### src/rtl/div_sigcalc_ctrl.sv
// Flow controller for the pipelined radix-4 significand divider core.
// Owns the core's global enable, tracks one valid bit and sideband word per
// core pipeline register, and captures core results into a 2-entry skid
// buffer. out_ready only ever affects registered state, so there is no
// combinational path from out_ready to in_ready or core_enable.
module div_sigcalc_ctrl #(
  parameter int SIG_WIDTH   = 23,
  parameter int PIPE_STAGES = 0,
  parameter int SIDE_W      = 16
) (
  input  logic                 clk,
  input  logic                 rst,
  input  logic                 flush,
  input  logic                 in_valid,
  output logic                 in_ready,
  input  logic [SIDE_W-1:0]    in_side,
  output logic                 core_enable,
  input  logic [SIG_WIDTH:0]   core_quotient,
  input  logic                 core_guard,
  input  logic                 core_round,
  input  logic                 core_sticky,
  input  logic                 core_count,
  output logic                 out_valid,
  input  logic                 out_ready,
  output logic [SIG_WIDTH+4:0] out_result,
  output logic [SIDE_W-1:0]    out_side,
  output logic                 busy
);

  localparam int RES_W = SIG_WIDTH + 5;
  localparam int L     = PIPE_STAGES;

  logic              last_valid;
  logic [SIDE_W-1:0] last_side;
  logic              any_vld;
  logic              push, pop;

  logic [1:0]        cnt;
  logic              rd_ptr, wr_ptr;
  logic [RES_W-1:0]  res_q  [2];
  logic [SIDE_W-1:0] side_q [2];
  logic [RES_W-1:0]  core_res;

  assign core_res = {core_quotient, core_guard, core_round, core_sticky, core_count};

  // Stall only when the skid is full and the last stage actually holds an op;
  // a pop this cycle deliberately does not reopen the core.
  assign core_enable = (cnt != 2'd2) || !last_valid;
  assign in_ready    = core_enable && !flush;
  assign push        = last_valid && core_enable;
  assign pop         = out_valid && out_ready;

  generate
    if (L == 0) begin : g_comb
      // Combinational core: the result belongs to the operands presented now.
      assign last_valid = in_valid;
      assign last_side  = in_side;
      assign any_vld    = 1'b0;
    end else begin : g_pipe
      logic [L-1:0]             vld;
      logic [L-1:0][SIDE_W-1:0] side;

      // Valid/sideband shadow of the core pipeline; moves only with the core.
      always_ff @(posedge clk or posedge rst) begin
        if (rst) begin
          vld  <= '0;
          side <= '0;
        end else if (flush) begin
          vld <= '0;
        end else if (core_enable) begin
          vld[0]  <= in_valid && in_ready;
          side[0] <= in_side;
          for (int i = 1; i < L; i++) begin
            vld[i]  <= vld[i-1];
            side[i] <= side[i-1];
          end
        end
      end

      assign last_valid = vld[L-1];
      assign last_side  = side[L-1];
      assign any_vld    = |vld;
    end
  endgenerate

  // Skid occupancy and pointers; flush wins over push and pop.
  always_ff @(posedge clk or posedge rst) begin
    if (rst) begin
      cnt    <= 2'd0;
      rd_ptr <= 1'b0;
      wr_ptr <= 1'b0;
    end else if (flush) begin
      cnt    <= 2'd0;
      rd_ptr <= 1'b0;
      wr_ptr <= 1'b0;
    end else begin
      if (push) wr_ptr <= ~wr_ptr;
      if (pop)  rd_ptr <= ~rd_ptr;
      cnt <= cnt + 2'(push) - 2'(pop);
    end
  end

  // Skid data: contents only matter while counted, so no reset is needed.
  always_ff @(posedge clk) begin
    if (push && !flush) begin
      res_q[wr_ptr]  <= core_res;
      side_q[wr_ptr] <= last_side;
    end
  end

  assign out_valid  = (cnt != 2'd0);
  assign out_result = out_valid ? res_q[rd_ptr]  : '0;
  assign out_side   = out_valid ? side_q[rd_ptr] : '0;
  assign busy       = any_vld || out_valid;

endmodule
### config.mk
export PLATFORM = sky130hd
export DESIGN_NAME = div_sigcalc_ctrl
export DESIGN_NICKNAME = d
export VERILOG_FILES = /design/src/rtl/div_sigcalc_ctrl.sv
export SDC_FILE = /design/constraint.sdc
export NUM_CORES = 1
export LEC_CHECK = 0
export BUFFER_PORTS_ARGS = -buffer_cell sky130_fd_sc_hd__buf_2
export CAP_MARGIN = 10
export CORE_UTILIZATION = 45
export CTS_CLUSTER_SIZE = 24
export DETAILED_ROUTE_END_ITERATION = 8
export GPL_ROUTABILITY_DRIVEN = 0
export PLACE_DENSITY = 0.78
export SLEW_MARGIN = 25
export SYNTH_ARGS = -nofsm -noshare
export SYNTH_HDL_FRONTEND = slang
export SYNTH_SLANG_ARGS = --single-unit
### constraint.sdc
create_clock -name clk -period 6.2 [get_ports clk]
set_clock_uncertainty 0.2 [all_clocks]
set_input_delay 1.24 -clock clk [delete_from_list [all_inputs] [get_ports clk]]
set_output_delay 1.24 -clock clk [all_outputs]
set_load 0.1 [all_outputs]
Word level (Yosys, flattened, before mapping) --
Memories as Yosys holds them, arrays and structs flattened. Index checks and enable logic that the tools add are counted.
Word-level totals: register bits after elaboration 4, bits in latches 0, RAM bits 88, bits in read-only memories 0, input bits 49, output and inout port bits 48, memories 2
Memories:
- res_q | depth 2, bits a word 28, rd ports 1, clocked after memory_dff 0, wr ports 1, line 40 | logic [RES_W-1:0] res_q [2];
- side_q | depth 2, bits a word 16, rd ports 1, clocked after memory_dff 0, wr ports 1, line 41 | logic [SIDE_W-1:0] side_q [2];
Operators by class: $add $sub $neg 2, multipliers 0, div/mod/pow operators 0, $lt $le $gt $ge 0, equality and inequality tests 1, shift-type cells 0, muxes and demuxes 9, bitwise operators 2, reductions and logical operators 10
Operators by type and width (number):
- $mux 28 | 1
- $mux 16 | 1
- $mux 1 | 6
- $reduce_bool 2->1 | 3
- $logic_and 1x1->1 | 4
- $add 2x1->2 | 1
- $logic_not 1->1 | 2
- $mux 2 | 1
- $ne 2x2->1 const B | 1
- $not 1->1 | 2
- $sub 2x1->2 | 1
- $logic_or 1x1->1 | 1

Longest topological paths before layout --
word-level depth 6, depth in mapped cells 8, gate-level depth less buffers 8

Worst setup path before layout --
No wires, ideal clock.
path type input to register, start point in in_valid, end point mem res_q[1][0] (netlist name), enable pin, setup time 509 ps, arrival time 4557 ps, required time 5491 ps, path slack 934 ps, stages 2, buffers on the path 0, cells stage by stage nand2b_4 -> nor3b_1
On the way: word-level cells in the longest chain between the ends 6
RTL lines:
- start, declared | line 14 | input logic in_valid,
- $logic_not 1->1 | line 48 | assign core_enable = (cnt != 2'd2) || !last_valid;
- $logic_or 1x1->1 | line 48
- $logic_and 1x1->1 (*) | line 50 | assign push = last_valid && core_enable;
- $logic_and 1x1->1 (*) | line 105 | if (push && !flush) begin
- $mux 1 (*) | line 105
- $mux 1 (implied by the code) (*) | line 106 | res_q[wr_ptr] <= core_res;
- end, declared | line 40
Mark *: on every way between the ends. The rest lies on a longest branch, timed or not.

Final worst setup path --
start point reg rd_ptr, end point out out_result[0]
On the way: word-level cells in the longest chain between the ends 2
RTL lines:
- start, declared | line 39 | logic rd_ptr, wr_ptr;
- start signal, assigned | line 98 | if (pop) rd_ptr <= ~rd_ptr;
- $mem_v2 2x28
- $mux 28 | line 112 | assign out_result = out_valid ? res_q[rd_ptr] : '0;
- end, declared | line 25 | output logic [SIG_WIDTH+4:0] out_result,
Every way passes these cells.

==> impl_results.md <==
- Final min period: 3.79 ns
- Register area: 0.00274 mm²
- Die area: about 0.0084 mm²
- Crit start category: flip-flop
- Kind of cell adding the most delay to the critical path: buffers and inverters
- Mapped Cells: ~220
- Setup WS post-layout: 2.41 ns
- Antenna cell count: 0
- Final Max Tran Viols: 0
- GRT Total Usage: 15.3%
- H-Tree Level Count: 3
- Routed len/inst: 14.2 µm
- Starting density of the core: 46.8%
- Post-synth EDFFs: 88
- Rows: 32
- Synth Warn #: 0
- CP Data Required Time: 4.76 ns
- I/O pin total: 97
- R2R Path Start: cnt[0]
- Top FF cell, synth: edfxtp_1
- Worst-Margin Slew: 0.586 ns
- Outcome: finished clean
- Final setup TNS: 0 ns
- Max_cap viols: 0
- Dpl cells: ~400
- Pre-antenna DRT Iters: 4
- CTS Hold Bufs: 0
- CP startpoint: rd_ptr
- Tcrit/Tclk final: 61.1%
- Clock root buffer: clkbuf_8
- CTS max path bufs: 2
- Launch point of the worst hold path: cnt[1]
- CP Buf/Inv Count: 2
- RSZ-0062 raised after global routing: no
- Cell variety after synth: 20
- Flops & latches, synth: 92
- RR Endpoint: cnt[1]
- Core Util, Final: 56.9%
- Hold EP: cnt[1]
- Async set-reset flop share out of synthesis: ~4.3%
- CP max stage delay: 0.72 ns
- Antenna-violating nets left: 0
- Largest net degree at the start of global routing: 46
- Sequential element share of the synthesized area: 75.9%
- Routed via count: 1,988
- Max Clock Freq: 0.264 GHz
- Initial antenna violation count: 0
- Clock tree from TritonCTS: built
- Post-DP HPWL: ~3.8 mm
- Post-synthesis area per instance: 16.7 µm²
- Crit path max fanout: 26
- Most frequent cells after synthesis: edfxtp_1, nor2_1, mux2i_1, buf_4, inv_1
- IO buf count: between 90 and 100
- Syn Nets: 267
- Fillers: between 600 and 700
- Initial detailed-routing violation count: 64
- First-pass GRT wire length: 9.45 mm
- Nets: 368
- Crit-path cells: buf_4 -> mux2i_1 -> nor2_1 -> buf_2
- Overall die width: 91.6 µm
- Core area: 0.00773 mm²
- Multi-input gate area: 773 µm²
- Critical path arrival: ~2.4 ns
- Synthesized cell area: 0.00361 mm²
- Total wire length: 6.00 mm
- Slew headroom: 60.9%
- # resized after CTS: 0
- Total CTS buffers: 9
- Remaining DRCs: 0
- Share of cells above drive strength 1: 37.7%
- Worst Setup End Kind: output pin
- Hold Crit Class: reg -> reg
- Post-place setup slack: 2.74 ns
- R2r setup slk: 4.10 ns
- Slowest-stage cell, CP: dfrtp_2
- Largest cells by area after synthesis: edfxtp_1, mux2i_1, nor2_1, dfrtp_1, buf_4
- Reg2Reg Depth: 8
- DIE HEIGHT: about 92 µm
- Layout Cells excl Fill: 423
- Clock Latency Late Sink: 0.35 ns
- Clock slew at reported path FFs: 0.08 ns
- Final Hold Fails: 0
- Total gr overflow: 0
- Leading area contributor after synthesis: edfxtp_1
- Final setup violation count: 0
- Vias in the first global route: 2,027
- Vias/cell: 4.70
- Most frequent cell after synthesis: edfxtp_1
- Area share of the largest cell type after synthesis: 73.1%
- Clock sinks: 92
- Crit path kind: reg -> out
- Hold Path Stages: 2
- Layout area overhead: 21.6%
- Post-CTS Setup Repair Bufs: 0
-- per-layer routing --
layer / up-vias / track usage (%) / part of all wire [%]
li1: 980 / - / -
met1: 934 / 17.9 / 44
met2: 66 / 26.3 / 50
met3: 8 / 4.23 / 5.0
met4: 0 / 6.75 / 1.1
met5: - / 0 / 0
-- layout make-up --
cell class,count,area share (%)
Clock inverter,5,1.76
Tap cell,102,2.90
Inverter,6,0.512
Sequential cell,92,62.4
Clock buffer,10,2.90
Multi-Input combinational cell,108,17.6
Timing Repair Buffer,100,11.9
-- through the flow --
stage / hold WS, ns / cell area, µm²
after floorplan: 0.382 / 3610
after global placement: 0.438 / 4170
after detailed placement: 0.453 / 4170
after CTS: 0.482 / 4380
after global routing: 0.523 / 4400
final: 0.475 / 4400
-- placed cells by master (no fill, tap or decap), types with 2 or more instances in the layout --
| cell type | count |
|---|---|
| buf_2 | 96 |
| xor2_1 | 2 |
| clkinv_2 | 2 |
| mux2i_1 | 44 |
| clkbuf_8 | 9 |
| nor2b_1 | 2 |
| edfxtp_1 | 88 |
| bufinv_16 | 2 |
| ha_1 | 2 |
| nor2_1 | 47 |
| buf_4 | 3 |
| dfrtp_1 | 3 |
| inv_1 | 6 |
-- state kept, by name, summed over array words and instances, names as in the netlist --
| name | flops |
|---|---|
| cnt | 2 |
| side_q | 32 |
| res_q | 56 |
| wr_ptr | 1 |
| rd_ptr | 1 |
-- worst min-delay path: stages (launching register included) --
cell     delay, ns
dfrtp_1       0.44
and2_1        0.16
nor3_1        0.04
-- how the worst max path moves through the flow --
stage	to	slack (ns)	depth (start not counted)
after floorplan	res_q[1][0]	0.93	2
after global placement	out_side[1]	2.76	4
after detailed placement	out_side[1]	2.74	4
after CTS	out_side[1]	2.34	4
after global routing	out_result[0]	2.28	4
final	out_result[0]	2.41	4
-- cell families (layout without fill, tap and decap cells) --
family / Yosys count / in the layout / synth area share, %
flip-flops: 92 / 92 / 75.9
AND/OR/NAND/NOR: 57 / 57 / 6.93
multiplexers: 45 / 45 / 12.6
buffers and inverters: 16 / 121 / 3.12
adder cells (fa/ha/maj): 2 / 2 / 0.692
AO/OA/AOI/OAI: 2 / 2 / 0.277
XOR/XNOR: 2 / 2 / 0.485
Power is left out: the tool's default activity adds up to more than one toggle a clock period on the data nets, which glitch-free logic cannot reach.
